$ cat config.mk
export PLATFORM = sky130hd
export DESIGN_NAME = unidad_mult_div_flat
export DESIGN_NICKNAME = d
export VERILOG_FILES = /design/src/rtl/unidad_mult_div_if.sv /design/src/rtl/unidad_mult_div.sv /design/src/flat_wrapper.sv
export SDC_FILE = /design/constraint.sdc
export NUM_CORES = 1
export LEC_CHECK = 0
export BUFFER_PORTS_ARGS = -buffer_cell sky130_fd_sc_hd__buf_4
export CAP_MARGIN = 20
export CORE_AREA = 2 2 153 155
export DETAILED_ROUTE_END_ITERATION = 10
export DIE_AREA = 0 0 155 157
export PLACE_DENSITY = 0.77
export SLEW_MARGIN = 20
export SYNTH_ARGS = -nofsm -noshare
export SYNTH_HDL_FRONTEND = slang
export SYNTH_SLANG_ARGS = --single-unit
export TNS_END_PERCENT = 30
$ cat constraint.sdc
create_clock -name clk -period 3.4 [get_ports clk]
set_input_delay 0.85 -clock clk [delete_from_list [all_inputs] [get_ports clk]]
set_output_delay 0.85 -clock clk [all_outputs]
set_load 0.01 [all_outputs]
$ cat src/rtl/unidad_mult_div_if.sv
// Operand/result bundle for unidad_mult_div: start/op/operands in, HI/LO and status out.
// No flow control beyond start (sampled only when idle) and the busy/done handshake.
interface unidad_mult_div_if #(
  parameter int WIDTH = 32
);
  logic             start;
  logic [1:0]       op;
  logic [WIDTH-1:0] op_a;
  logic [WIDTH-1:0] op_b;
  logic [WIDTH-1:0] hi;
  logic [WIDTH-1:0] lo;
  logic             busy;
  logic             done;
  logic             exc;

  modport master (output start, op, op_a, op_b, input hi, lo, busy, done, exc);
  modport slave  (input start, op, op_a, op_b, output hi, lo, busy, done, exc);
endinterface

$ cat src/rtl/unidad_mult_div.sv
// Iterative radix-2 MULT/MULTU/DIV/DIVU into HI/LO; start->done 34 cycles, one op per 35 cycles.
// start is sampled only in IDLE and ignored while busy; divide path present only with MULDIV_DIV_EN.
module unidad_mult_div #(
  parameter int WIDTH = 32
) (
  input logic              clk,
  input logic              rst,
  unidad_mult_div_if.slave mdu
);
  localparam int CW = $clog2(WIDTH);

  typedef enum logic [1:0] {S_IDLE, S_CALC, S_FIX, S_DONE} state_t;

  state_t               r_state;
  state_t               w_state_nxt;
  logic [CW-1:0]        r_cnt;
  logic                 r_div;
  logic                 r_sa;
  logic                 r_sb;
  logic [2*WIDTH-1:0]   r_acc;
  logic [WIDTH-1:0]     r_opd;
  logic [WIDTH-1:0]     r_hi;
  logic [WIDTH-1:0]     r_lo;
`ifdef MULDIV_DIV_EN
  logic [WIDTH-1:0]     r_a;
  logic                 r_exc;
`endif

  logic                 w_accept;
  logic                 w_sgn_in;
  logic [WIDTH-1:0]     w_abs_a;
  logic [WIDTH-1:0]     w_abs_b;
  logic [WIDTH:0]       w_mul_sum;
  logic [2*WIDTH-1:0]   w_mul_nxt;
  logic [2*WIDTH-1:0]   w_step;
  logic [2*WIDTH-1:0]   w_prod;
  logic [WIDTH-1:0]     w_fix_hi;
  logic [WIDTH-1:0]     w_fix_lo;

  assign w_accept = (r_state == S_IDLE) && mdu.start;
  assign w_sgn_in = ~mdu.op[0];
  assign w_abs_a  = (w_sgn_in && mdu.op_a[WIDTH-1]) ? -mdu.op_a : mdu.op_a;
  assign w_abs_b  = (w_sgn_in && mdu.op_b[WIDTH-1]) ? -mdu.op_b : mdu.op_b;

  // Multiply: conditional add into the upper half, carry kept in bit WIDTH, then shift right.
  assign w_mul_sum = {1'b0, r_acc[2*WIDTH-1:WIDTH]} + (r_acc[0] ? {1'b0, r_opd} : '0);
  assign w_mul_nxt = {w_mul_sum, r_acc[WIDTH-1:1]};

  assign w_prod = (r_sa ^ r_sb) ? -r_acc : r_acc;

`ifdef MULDIV_DIV_EN
  logic [WIDTH:0]   w_rem_sh;
  logic [WIDTH-1:0] w_rem_new;
  logic             w_ge;

  // Divide: {rem, quo} shifted left; the shifted remainder needs one extra bit for the compare.
  assign w_rem_sh  = {r_acc[2*WIDTH-1:WIDTH], r_acc[WIDTH-1]};
  assign w_ge      = w_rem_sh >= {1'b0, r_opd};
  assign w_rem_new = w_ge ? (w_rem_sh[WIDTH-1:0] - r_opd) : w_rem_sh[WIDTH-1:0];
  assign w_step    = r_div ? {w_rem_new, r_acc[WIDTH-2:0], w_ge} : w_mul_nxt;

  always_comb begin
    w_fix_hi = w_prod[2*WIDTH-1:WIDTH];
    w_fix_lo = w_prod[WIDTH-1:0];
    if (r_div) begin
      if (r_exc) begin
        w_fix_hi = r_a;
        w_fix_lo = '1;
      end else begin
        w_fix_lo = (r_sa ^ r_sb) ? -r_acc[WIDTH-1:0] : r_acc[WIDTH-1:0];
        w_fix_hi = r_sa ? -r_acc[2*WIDTH-1:WIDTH] : r_acc[2*WIDTH-1:WIDTH];
      end
    end
  end
`else
  assign w_step   = w_mul_nxt;
  assign w_fix_hi = w_prod[2*WIDTH-1:WIDTH];
  assign w_fix_lo = w_prod[WIDTH-1:0];
`endif

  always_ff @(posedge clk) begin
    if (rst) r_state <= S_IDLE;
    else     r_state <= w_state_nxt;
  end

  always_comb begin
    w_state_nxt = r_state;
    case (r_state)
      S_IDLE: begin
        if (mdu.start) begin
`ifdef MULDIV_DIV_EN
          w_state_nxt = S_CALC;
`else
          w_state_nxt = mdu.op[1] ? S_DONE : S_CALC;
`endif
        end
      end
      S_CALC:  if (r_cnt == CW'(WIDTH-1)) w_state_nxt = S_FIX;
      S_FIX:   w_state_nxt = S_DONE;
      default: w_state_nxt = S_IDLE;
    endcase
  end

  always_comb begin
    mdu.busy = 1'b0;
    mdu.done = 1'b0;
    mdu.exc  = 1'b0;
    case (r_state)
      S_CALC, S_FIX: mdu.busy = 1'b1;
      S_DONE: begin
        mdu.done = 1'b1;
`ifdef MULDIV_DIV_EN
        mdu.busy = 1'b1;
        mdu.exc  = r_exc;
`else
        mdu.busy = ~r_div;
        mdu.exc  = r_div;
`endif
      end
      default: ;
    endcase
  end

  always_ff @(posedge clk) begin
    if (rst) begin
      r_cnt <= '0;
      r_div <= 1'b0;
      r_sa  <= 1'b0;
      r_sb  <= 1'b0;
      r_acc <= '0;
      r_opd <= '0;
      r_hi  <= '0;
      r_lo  <= '0;
`ifdef MULDIV_DIV_EN
      r_a   <= '0;
      r_exc <= 1'b0;
`endif
    end else begin
      if (w_accept) begin
        r_cnt <= '0;
        r_div <= mdu.op[1];
        r_sa  <= w_sgn_in & mdu.op_a[WIDTH-1];
        r_sb  <= w_sgn_in & mdu.op_b[WIDTH-1];
        r_acc <= {{WIDTH{1'b0}}, (mdu.op[1] ? w_abs_a : w_abs_b)};
        r_opd <= mdu.op[1] ? w_abs_b : w_abs_a;
`ifdef MULDIV_DIV_EN
        r_a   <= mdu.op_a;
        r_exc <= mdu.op[1] && (mdu.op_b == '0);
`endif
      end else if (r_state == S_CALC) begin
        r_acc <= w_step;
        r_cnt <= r_cnt + CW'(1);
      end
      if (r_state == S_FIX) begin
        r_hi <= w_fix_hi;
        r_lo <= w_fix_lo;
      end
    end
  end

  assign mdu.hi = r_hi;
  assign mdu.lo = r_lo;
endmodule

$ cat src/flat_wrapper.sv
// flat-port wrapper written by rule: the top's interface ports become plain ports
module unidad_mult_div_flat 
#(
  parameter int WIDTH = 32
)
  (clk, rst, mdu_start, mdu_op, mdu_op_a, mdu_op_b, mdu_hi, mdu_lo, mdu_busy, mdu_done, mdu_exc);
  unidad_mult_div_if #(.WIDTH(WIDTH)) mdu_i ();
  input logic clk;
  input logic rst;
  input wire logic [$bits(mdu_i.start)-1:0] mdu_start;
  input wire logic [$bits(mdu_i.op)-1:0] mdu_op;
  input wire logic [$bits(mdu_i.op_a)-1:0] mdu_op_a;
  input wire logic [$bits(mdu_i.op_b)-1:0] mdu_op_b;
  output wire logic [$bits(mdu_i.hi)-1:0] mdu_hi;
  output wire logic [$bits(mdu_i.lo)-1:0] mdu_lo;
  output wire logic [$bits(mdu_i.busy)-1:0] mdu_busy;
  output wire logic [$bits(mdu_i.done)-1:0] mdu_done;
  output wire logic [$bits(mdu_i.exc)-1:0] mdu_exc;
  assign mdu_i.start = mdu_start;
  assign mdu_i.op = mdu_op;
  assign mdu_i.op_a = mdu_op_a;
  assign mdu_i.op_b = mdu_op_b;
  assign mdu_hi = mdu_i.hi;
  assign mdu_lo = mdu_i.lo;
  assign mdu_busy = mdu_i.busy;
  assign mdu_done = mdu_i.done;
  assign mdu_exc = mdu_i.exc;
  unidad_mult_div #(.WIDTH(WIDTH)) u_core (.clk(clk), .rst(rst), .mdu(mdu_i));
endmodule
After elaboration in Yosys (flattened, before gate mapping). Cells that the tools add are included.

Add/sub/neg operators: 5. Eq/ne operators: 6. Mux-type cells: 15. Bitwise gates (word level): 5. Reductions and logical operators: 8.

Operators with widths (count): $mux 32 (7); $mux 64 (1); $neg 32->32 (2); $neg 64->64 (1); $add 32x32->33 (1); $mux 2 (3); $pmux 2 s3 (1); $add 5x1->5 const B (1); $eq 5x5->1 const B (1); $eq 2x2->1 const B (2); $reduce_or 2->1 (2); $logic_and 1x1->1 (3); $and 1x1->1 (2); $eq 2x1->1 const B (1); $logic_not 2->1 (1); $mux 1 (2); $ne 2x1->1 const B (1); $ne 2x2->1 const B (1); $not 1->1 (2); $pmux 1 s2 (1); $reduce_and 2->1 (1); $reduce_bool 2->1 (1); $xor 1x1->1 (1).

Register bits after elaboration: 170. Bits of input ports: 69. Output and inout port bits: 67. Word-level logic and storage cells: 49.

Depth between registers and ports, before layout. Gate-level depths: netlist of run 1.

Depth after elaboration: 5. Depth in mapped cells: 14. Mapped depth without buffers: 12.

Least setup slack after synthesis of run 1. OpenSTA, ideal clock, no wires.

Kind: in2reg. Start: input port mdu_op_b[14]. End: register u_core.r_acc[26]. Library setup time: 0.128 ns. Data arrival time: 3.184 ns. Required time: 3.272 ns. Path slack: 0.089 ns. Stages: 8. Path buffers: 0. Cells stage by stage: or4_1 -> or4_1 -> or4_1 -> o41ai_2 -> xor2_1 -> nor2_1 -> a311oi_1 -> nor2_1.

Word-level cells in the longest chain between the ends: 4.

Ends and longest elaborated chain: start, declared (line flat_wrapper.sv:13) `input wire logic [$bits(mdu_i.op_b)-1:0] mdu_op_b;`; $neg 32->32 (line unidad_mult_div.sv:43) `assign w_abs_b = (w_sgn_in && mdu.op_b[WIDTH-1]) ? -mdu.op_b : mdu.op_b;`; $mux 32 (line unidad_mult_div.sv:43); $mux 32 (line unidad_mult_div.sv:144) `r_acc <= {{WIDTH{1'b0}}, (mdu.op[1] ? w_abs_a : w_abs_b)};`; $mux 32 (line unidad_mult_div.sv:139) `if (w_accept) begin`; end signal, assigned (line unidad_mult_div.sv:144); end signal, assigned (line unidad_mult_div.sv:151) `r_acc <= w_step;`; end, declared (line unidad_mult_div.sv:20) `logic [2*WIDTH-1:0] r_acc;`.

No other way between the ends. A chain may end at the register's enable or synchronous reset.

Worst setup path in the final report of run 1.
Start: register u_core.r_acc[0]. End: register u_core.r_acc[55].

Word-level cells in the longest chain between the ends: 2.

Ends and longest elaborated chain: $mux 32 (line unidad_mult_div.sv:46) `assign w_mul_sum = {1'b0, r_acc[2*WIDTH-1:WIDTH]} + (r_acc[0] ? {1'b0, r_opd} : '0);`; $add 32x32->33 (line unidad_mult_div.sv:46).

No other way between the ends.

==> metrics.txt, run 1 <==
predominant post-synthesis flop cell dfxtp_1; synth top area cells dfxtp_1, xor2_1, nor2_1; sw power 3.27 mW; Worst EP arrival 3560 ps; core area between 0.02 and 0.025 mm^2; Clock Tree Buf Depth 2; final net count about 1.7k; hold_buf cts 0; worst slew pin tran ~1000 ps; DR iter-0 viols around 1.3k; register share of total power 34.7%; DIE HEIGHT 157 um; status completed; GRT Residual Overflow 0; clock network power share 24.2%; Pwr Density ~600 mW/mm^2; Peak VDD IR between 300 and 400 uV; initial core utilization 50.0%; routed wire length 34,700 um; post-route DRC violation count 0; initial antenna violation count 0; Synth cell types 70; global-route usage over all layers 28.0%; min cycle time layout around 3200 ps; Initial DRT Pass Iterations 7; post-DP HPWL between 20,000 and 30,000 um; Setup Skew 11.5 ps; CP Data Required Time around 3700 ps; Row Count 55; worst hold path cell count 2; share of cells above drive strength 1 between 10% and 20%; Slowest-stage cell, CP a21oi_1; crit start category flip-flop; vias in the first global route roughly 10k; CP max FO 19; fin. max-slew vios 0; Filler cells between 2k and 2.5k; FMAX slightly above 0.3 GHz; register area share after synthesis between 30% and 40%; cts bufs inserted 17; Avg Inst Size Synth approximately 8 um^2; Pwr Total approximately 8 mW; multiplexer share of the synthesized area between 4 and 5%; Int Power around 4.8 mW; register bit count reported by yosys 170; first-pass GRT wire length 54,200 um; setup violators final 0; Final Wtd Congestion just under 1; Post-CTS Setup Inserts 0; diodes inserted 0; Non-Filler Instances around 1.9k; main combinational cell family by area after synthesis compound AO/OA/AOI/OAI gates; FF-to-FF path depth 12; H-tree levels 4; post-synthesis simple-gate area fraction between 20% and 30%; Syn Inst Count 1,447; worst skew pair latency about 440 ps; TritonCTS Sinks 170; max_slew headroom 30.5%; DP Cell Count 1,827; WL per Instance 18.7 um; Final WS setup around 160 ps; maxcap violations 0; pre-CTS setup slack -80.6 ps; area share of fa/ha/maj cells after synthesis under 10%; Mapped Nets about 1.6k; Logic pwr share about two fifths; final hold viol count 0; CTS tree yes; final instance area roughly 0.013 mm^2; ANT nets after route 0; fin crit share a little over nine tenths; Synth Area in Compound Gates a little under a quarter; delay of the slowest critical-path stage 410 ps; die area approximately 0.024 mm^2; clk root buf clkbuf_16; Die W 155 um; leakage power ~5.3 nW; Synth warnings 0; IO Count around 140; critical path type reg -> reg; Hold WC Path Type reg -> reg; clock transition at the registers of the reported paths around 70 ps; Post-Synth XOR/XNOR Area around a tenth; Sw Ratio between 40% and 50%; cell taking the most area after synthesis dfxtp_1; largest net degree at the start of global routing 77; crit end category flip-flop; routed vias/inst ~6.1; Synth async-reset ratio 0%; critical path, cell by cell buf_4 > and2_1 > ha_1 > a21oi_1 > o21ai_0 > a21o_1 > a21oi_1 > o21bai_1 > a31oi_1 > buf_4 > nor4_1 > or3_1; vias approximately 11k; Area Overhead vs Synth 18.3%; RSZ-0062 raised after global routing no; Synth top area share a little under a third; number of enable flip-flop cells after synthesis 0; Mapped Area approximately 0.011 mm^2; post-place instance area 0.0127 mm^2; # resized after CTS 0; IO Port Bufs between 100 and 150
-- final cells by class --
class	count	area (um^2)	share of cell area [%]
well taps	285	357	2.68
clock buffers	18	439	3.30
inverters	23	86.3	0.649
flip-flops and latches	170	3400	25.6
clock inverters	14	146	1.10
multi-input cells	1156	7430	55.8
repair buffers	193	1450	10.9
-- synthesized netlist by cell type (6+ instances only) --
| cell | count |
|---|---|
| o21ai_1 | 8 |
| a311oi_1 | 10 |
| nor3_1 | 32 |
| nor2_1 | 175 |
| o31ai_1 | 18 |
| and3_1 | 7 |
| nand3_1 | 21 |
| xnor2_1 | 58 |
| or3_1 | 20 |
| a31oi_1 | 9 |
| a22o_1 | 6 |
| a21oi_1 | 107 |
| inv_1 | 23 |
| a211oi_1 | 66 |
| o22ai_1 | 7 |
| nand4_1 | 15 |
| nand2b_1 | 13 |
| ha_1 | 42 |
| a21o_1 | 12 |
| nand2_1 | 130 |
| nor2b_1 | 15 |
| o21a_1 | 9 |
| mux2i_1 | 44 |
| nor4_1 | 14 |
| o221ai_1 | 14 |
| dfxtp_1 | 170 |
| and2_1 | 33 |
| or4_1 | 15 |
| o41ai_1 | 16 |
| o21ai_0 | 87 |
| clkbuf_1 | 87 |
| xor2_1 | 76 |
| o211ai_1 | 11 |
| buf_1 | 8 |
-- worst max-delay path: cells and delay by family (launching register included) --
kind	cells	cell delay [ps]
AND/OR/NAND/NOR	3	630
buffers and inverters	2	390
flip-flops	1	320
adder cells (fa/ha/maj)	1	320
AO/OA/AOI/OAI	6	1470
-- registers in the layout, indices dropped and copies added, names as in the netlist --
register,cells
u_core.r_div,1
u_core.r_state,2
u_core.mdu.hi,32
u_core.r_sa,1
u_core.r_cnt,5
u_core.r_sb,1
u_core.r_acc,64
u_core.r_opd,32
u_core.mdu.lo,32
-- path summary, 6_finish.rpt --
kind,from,slack (ps),to
max reg2reg,u_core.r_acc[0],160,u_core.r_acc[55]
min,u_core.mdu.hi[23],450,u_core.mdu.hi[23]
min reg2reg,u_core.mdu.hi[23],450,u_core.mdu.hi[23]
max,u_core.r_acc[0],160,u_core.r_acc[55]
-- power groups by stage --
stage	Sequential, mW	Combinational [mW]	Clock [mW]
final	2.79	3.30	1.94
after detailed placement	2.82	3.25	0
after CTS	2.78	3.26	1.96
after floorplan	2.80	2.08	0
after global placement	2.81	3.18	0
after global routing	2.83	3.61	2.03
-- stage by stage --
| step | hold WS [ps] | TNS (ps) | utilization (%) |
|---|---|---|---|
| global route | 480 | 0 | 59.1 |
| CTS | 455 | 0 | 59.1 |
| finish | 453 | 0 | 59.1 |
| global placement | 431 | -130 | 56.5 |
| detailed placement | 437 | -225 | 56.5 |
| floorplan | 417 | 0 | - |
-- layout by cell type, fill, tap and decap left out, drive strengths merged, types with 6 or more instances in the layout --
| master | n |
|---|---|
| a211oi | 66 |
| nand4 | 15 |
| a311oi | 10 |
| and3 | 7 |
| xnor2 | 58 |
| nor4 | 14 |
| xor2 | 76 |
| o41ai | 17 |
| a31oi | 9 |
| o22ai | 7 |
| o31ai | 18 |
| dfxtp | 170 |
| inv | 32 |
| o221ai | 14 |
| nand3 | 21 |
| or3 | 20 |
| mux2i | 44 |
| o211ai | 11 |
| or4 | 17 |
| clkbuf | 18 |
| a21o | 12 |
| a22o | 6 |
| o21ai | 97 |
| ha | 42 |
| nor3 | 34 |
| nand2 | 130 |
| and2 | 33 |
| nor2 | 176 |
| nor2b | 15 |
| a21oi | 107 |
| o21a | 9 |
| buf | 193 |
| or2 | 7 |
| nand2b | 13 |
-- routing by layer --
metal	vias to the layer above	global-route usage, %	wire, um
met1	5285	40.0	15700
met2	524	43.0	15200
met4	0	8.51	766
li1	5466	-	-
met3	60	4.87	3090
met5	-	0	0
-- kinds of logic after synthesis --
kind of cell	Yosys count
and+or+nand+nor	517
xor gates and xnor gates	134
adders and majority gates	43
buffers and inverters	121
muxes	49
DFF	170
AOI/OAI and AO/OA	413
No activity file was read; power rests on OpenSTA's default activity.
==> run 2: changes to the inputs <==
Settings changed: PLACE_DENSITY 0.77 to 0.75.
Clock period 3.4 ns to 3.8 ns, I/O delays scaled along.
==> metrics.txt, run 2 (synthesized netlist as in run 1, its figures left out) <==
status completed; initial antenna violation count 0 (unchanged); # resized after CTS 0 (unchanged); CP Data Required Time 4120 ps (+390 ps); Post-CTS Setup Inserts 0 (unchanged); worst slew pin tran 922 ps (-110 ps); crit start category flip-flop; Finished Core Util 57.9% (-1.3 points); routed vias/inst 6.09 (about the same); register name with the most flops u_core.r_acc; final instance area 0.0130 mm^2 (-2.1%); post-route DRC violation count 0 (unchanged); maxcap violations 0 (unchanged); worst skew pair latency 440 ps (about the same); Worst R2R End u_core.r_acc[55]; most common cell after layout, fill and taps aside nor2_1; Final Wtd Congestion 0.956 (-0.81%); Setup TNS Final 0 ps (unchanged); ANT nets after route 0 (unchanged); Final Hold Slack 453 ps (-0.656 ps); Worst Hold End u_core.r_opd[18]; vias in the first global route 9,774 (-3.5%); cts bufs inserted 17 (unchanged); fin crit share 87.8% (-7.5 points); CTS tree yes; Clock Tree Buf Depth 2 (unchanged); Pwr Density 538 mW/mm^2 (-11%); DR iter-0 viols 1,235 (-3.3%); first-pass GRT wire length 52,500 um (-3.1%); largest net degree at the start of global routing 64 (-17%); diodes inserted 0 (unchanged); final net count 1,642 (-1.9%); Worst EP arrival 3650 ps (+90 ps); Setup Skew 20.0 ps (+8.55 ps); share of cells above drive strength 1 14.3% (-1.9 points); Hold WC Path Type reg -> reg; Die W 155 um (unchanged); TritonCTS Sinks 170 (unchanged); global-route usage over all layers 27.1% (-0.83 points); reg2reg start u_core.r_opd[0]; hold_buf cts 0 (unchanged); max reg flops 64 (unchanged); RSZ-0062 raised after global routing no; Initial DRT Pass Iterations 5 (-2); FMAX 0.300 GHz (-2.9%); fin. max-slew vios 0 (unchanged); CP max FO 4 (-15); clk root buf clkbuf_16; leakage power 5.10 nW (-3.4%); critical path type reg -> reg; FF-to-FF path depth 12 (unchanged); worst hold path cell count 1 (-1); Area Overhead vs Synth 15.8%; routed wire length 33,600 um (-3.1%); die area 0.0243 mm^2 (unchanged); WL per Instance 18.4 um (-1.4%); vias 11.1k (-1.8%); clock transition at the registers of the reported paths 70 ps (about the same); max_slew headroom 38.3% (+7.8 points); HP Start u_core.r_opd[18]; most frequent cells in the layout nor2_1, dfxtp_1, buf_4, nand2_1, a21oi_1; setup violators final 0 (unchanged); initial core utilization 50.0% (unchanged); FF/Latch Area 0.00340 mm^2 (unchanged); post-place instance area 0.0125 mm^2 (-1.8%); crit end category flip-flop; IO Port Bufs 135 (unchanged); Filler cells 2,021 (+0.80%); Row Count 55 (unchanged); DIE HEIGHT 157 um (unchanged); multi-input logic area 0.00741 mm^2 (-0.17%); FF-to-FF setup slack 460 ps (+300 ps); Pwr Total 7.00 mW (-13%); post-DP HPWL 25,500 um (-3.2%); GRT Residual Overflow 0 (unchanged); min cycle time layout 3340 ps (+97.7 ps); H-tree levels 4 (unchanged); Peak VDD IR 290 uV (-10%); IO Count 136 (unchanged); final hold viol count 0 (unchanged); core area 0.0225 mm^2 (unchanged)
run 2: changes by cell type in the layout (fill, tap and decap cells not counted), sizes merged:
cell | previous run | this run
buf | 193 | 162
inv | 32 | 29
clkinvlp | 0 | 2
run 2: how the worst max path moves through the flow:
stage | from | to | slack, ps | cells after the start
floorplan | mdu_op_b[14] | u_core.r_acc[26] | 390 | 8
global placement | mdu_op_b[14] | u_core.r_acc[26] | 150 | 9
detailed placement | mdu_op_b[14] | u_core.r_acc[26] | 120 | 9
CTS | u_core.r_opd[0] | u_core.r_acc[55] | 530 | 12
global route | u_core.r_acc[7] | u_core.mdu.hi[22] | 250 | 8
finish | u_core.r_opd[0] | u_core.r_acc[55] | 460 | 12
run 2: layout make-up:
type / count / share of cell area (%)
clock inverter: 13 / 0.836
inverter: 23 / 0.663
multi-input combinational: 1156 / 56.9
sequential: 170 / 26.1
clock buffer: 18 / 3.37
timing repair buffer: 162 / 9.34
tap: 285 / 2.74
run 2: power by group:
group	internal, mW	switching (mW)
registers	2.15	0.363
logic	1.16	1.68
clock network	0.867	0.780
total	4.18	2.82
run 2: metrics by stage:
step | instances | worst slack [ps]
floorplan | 1447 | 389
global placement | 1796 | 148
detailed placement | 1796 | 122
CTS | 1827 | 528
global route | 1827 | 252
finish | 1827 | 465
run 2: worst max-delay path: stages (launching register included):
cell and delay (ps):
dfxtp_1 340, and2_1 180, ha_1 210, inv_1 70, fa_1 370, nor2b_1 220, o211ai_1 170, a211oi_1 390
a21oi_1 230, o21bai_1 270, a31oi_1 190, and4_1 240, or3_1 330
run 2: layer usage:
layer	global-route usage [%]	share of wire, %	up-vias
met1	40.1	46	5142
met2	41.3	43	553
met5	0	0	-
met3	3.99	9.2	37
met4	6.83	1.5	0
li1	-	-	5403
==> run 3: changes to the inputs <==
--- a/config.mk
+++ b/config.mk
@@ -9,6 +9,6 @@
 export CAP_MARGIN = 20
-export CORE_AREA = 2 2 153 155
+export CORE_AREA = 2 2 197 199
 export DETAILED_ROUTE_END_ITERATION = 10
-export DIE_AREA = 0 0 155 157
-export PLACE_DENSITY = 0.75
+export DIE_AREA = 0 0 199 201
+export PLACE_DENSITY = 0.51
 export SLEW_MARGIN = 20
==> constraint.sdc (replaced) <==
create_clock -name clk -period 4.2 [get_ports clk]
set_input_delay 0.84 -clock clk [delete_from_list [all_inputs] [get_ports clk]]
set_output_delay 0.84 -clock clk [all_outputs]
set_load 0.01 [all_outputs]
==> metrics.txt, run 3 (synthesized netlist as in run 1, its figures left out) <==
FMAX 0.297 GHz (-0.92%); crit end category flip-flop; most frequent cells in the layout nor2_1, dfxtp_1, buf_4, nand2_1, a21oi_1; Non-Filler Instances 2,055 (+12%); final net count 1,636 (-0.37%); routed vias/inst 5.26 (-14%); first-pass GRT wire length 60,100 um (+15%); TritonCTS Sinks 170 (unchanged); fin crit share 80.2% (-7.6 points); cts bufs inserted 17 (unchanged); FF/Latch Area 0.00340 mm^2 (unchanged); max reg flops 64 (unchanged); diodes inserted 0 (unchanged); Hold WC Path Type reg -> reg; CTS tree yes; WL per Instance 19.0 um (+3.4%); worst slew pin tran 938 ps (+15.8 ps); die area 0.0400 mm^2 (+64%); Initial DRT Pass Iterations 5 (unchanged); Slowest-stage cell, CP fa_1; most common cell after layout, fill and taps aside nor2_1; multi-input logic area 0.00741 mm^2 (unchanged); DP Cell Count 2,022 (+13%); leakage power 5.09 nW (-0.16%); DR WL met3 2300 um (-26%); initial antenna violation count 0 (unchanged); highest metal used met4; global-route usage over all layers 19.6% (-7.6 points); register name with the most flops u_core.r_acc; # resized after CTS 0 (unchanged); met2 wire length 16,400 um (+13%); DR iter-0 viols 908 (-26%); worst skew pair latency 460 ps (+20 ps); post-DP HPWL 30,100 um (+18%); critical path type reg -> reg; hold_buf cts 0 (unchanged); ANT nets after route 0 (unchanged); Setup Skew 20.7 ps (+0.697 ps); Die W 199 um (+28%); CP Data Required Time 4540 ps (+420 ps); Clock Tree Buf Depth 2 (unchanged); maxcap violations 0 (unchanged); CP max FO 37 (+33); clock transition at the registers of the reported paths 70 ps (about the same); delay of the slowest critical-path stage 430 ps (+40 ps); Setup TNS Final 0 ps (unchanged); Row Count 72 (+31%); vias 10.8k (-2.9%); DIE HEIGHT 201 um (+28%); IO Port Bufs 135 (unchanged); setup violators final 0 (unchanged); Area Overhead vs Synth 18.4%; Peak VDD IR 199 uV (-32%); IO Count 136 (unchanged); share of cells above drive strength 1 14.1% (-0.28 points); status completed; vias in the first global route 10.1k (+3.0%); GRT Residual Overflow 0 (unchanged); post-route DRC violation count 0 (unchanged); Final Wtd Congestion 0.881 (-7.8%); Post-CTS Setup Inserts 0 (unchanged); Pwr Density 491 mW/mm^2 (-8.6%); initial core utilization 29.5% (-20 points); met1 WL 20,000 um (+29%); fin. max-slew vios 0 (unchanged); max_slew headroom 37.5% (-0.82 points); H-tree levels 4 (unchanged); largest net degree at the start of global routing 66 (+3.1%); routed wire length 39,100 um (+16%); final hold viol count 0 (unchanged); crit start category flip-flop; Pwr Total 6.54 mW (-6.6%); Filler cells 4,087 (+100%); Worst EP arrival 3700 ps (+50 ps); RSZ-0062 raised after global routing no; critical path, cell by cell buf_4 > nand2_1 > fa_1 > nor2b_1 > o211ai_1 > a211oi_1 > a21oi_1 > o21bai_1 > a31oi_1 > and4_1 > or3_1; core area 0.0381 mm^2 (+69%); min cycle time layout 3370 ps (+31.0 ps); clk root buf clkbuf_16
## run 3: changes by cell type in the layout (fill, tap and decap cells not counted), moves of 2 or more
cell	before	now
clkinv_2	2	0
clkinvlp_4	2	0
inv_8	2	7
inv_6	4	1
buf_4	162	156
clkinv_4	3	5
## run 3: cell type report
cell class | count | share of cell area, %
clock buffer | 18 | 3.30
clock inverter | 14 | 1.11
inverter | 23 | 0.649
multi-input combinational | 1156 | 55.7
sequential | 170 | 25.6
tap | 518 | 4.87
timing repair buffer | 156 | 8.80
## run 3: power by group
| group | internal (mW) | switching [mW] |
|---|---|---|
| Sequential | 1.95 | 0.345 |
| Combinational | 1.05 | 1.57 |
| Clock | 0.813 | 0.808 |
## run 3: per-layer routing
| layer | vias up | GRT usage (%) |
|---|---|---|
| met2 | 318 | 28.2 |
| li1 | 5377 | - |
| met1 | 5095 | 29.9 |
| met4 | 0 | 4.16 |
| met3 | 21 | 3.39 |
| met5 | - | 0 |
## run 3: through the flow
step	area [um^2]	worst slack (ps)	hold WS [ps]	util [%]
finish	13300	834	451	34.9
global route	13300	519	476	34.9
CTS	13300	828	453	34.9
detailed placement	12700	529	443	33.4
global placement	12700	530	439	33.4
floorplan	11200	899	417	-
## run 3: path summary, 6_finish.rpt
path                            to              from  slack, ps  cells past startpoint
hold / removal    u_core.r_opd[17]  u_core.r_opd[17]        450                      2
setup reg to reg  u_core.r_acc[55]   u_core.r_acc[0]        830                     11
hold reg to reg   u_core.r_opd[17]  u_core.r_opd[17]        450                      2
setup / recovery  u_core.r_acc[55]   u_core.r_acc[0]        830                     11
## run 3: critical path, delay by kind of cell, from the launching register on
kind                     cells  cell delay, ps
flip-flops                   1             320
buffers and inverters        1             310
adder cells (fa/ha/maj)      1             430
AO/OA/AOI/OAI                5            1240
AND/OR/NAND/NOR              4             940
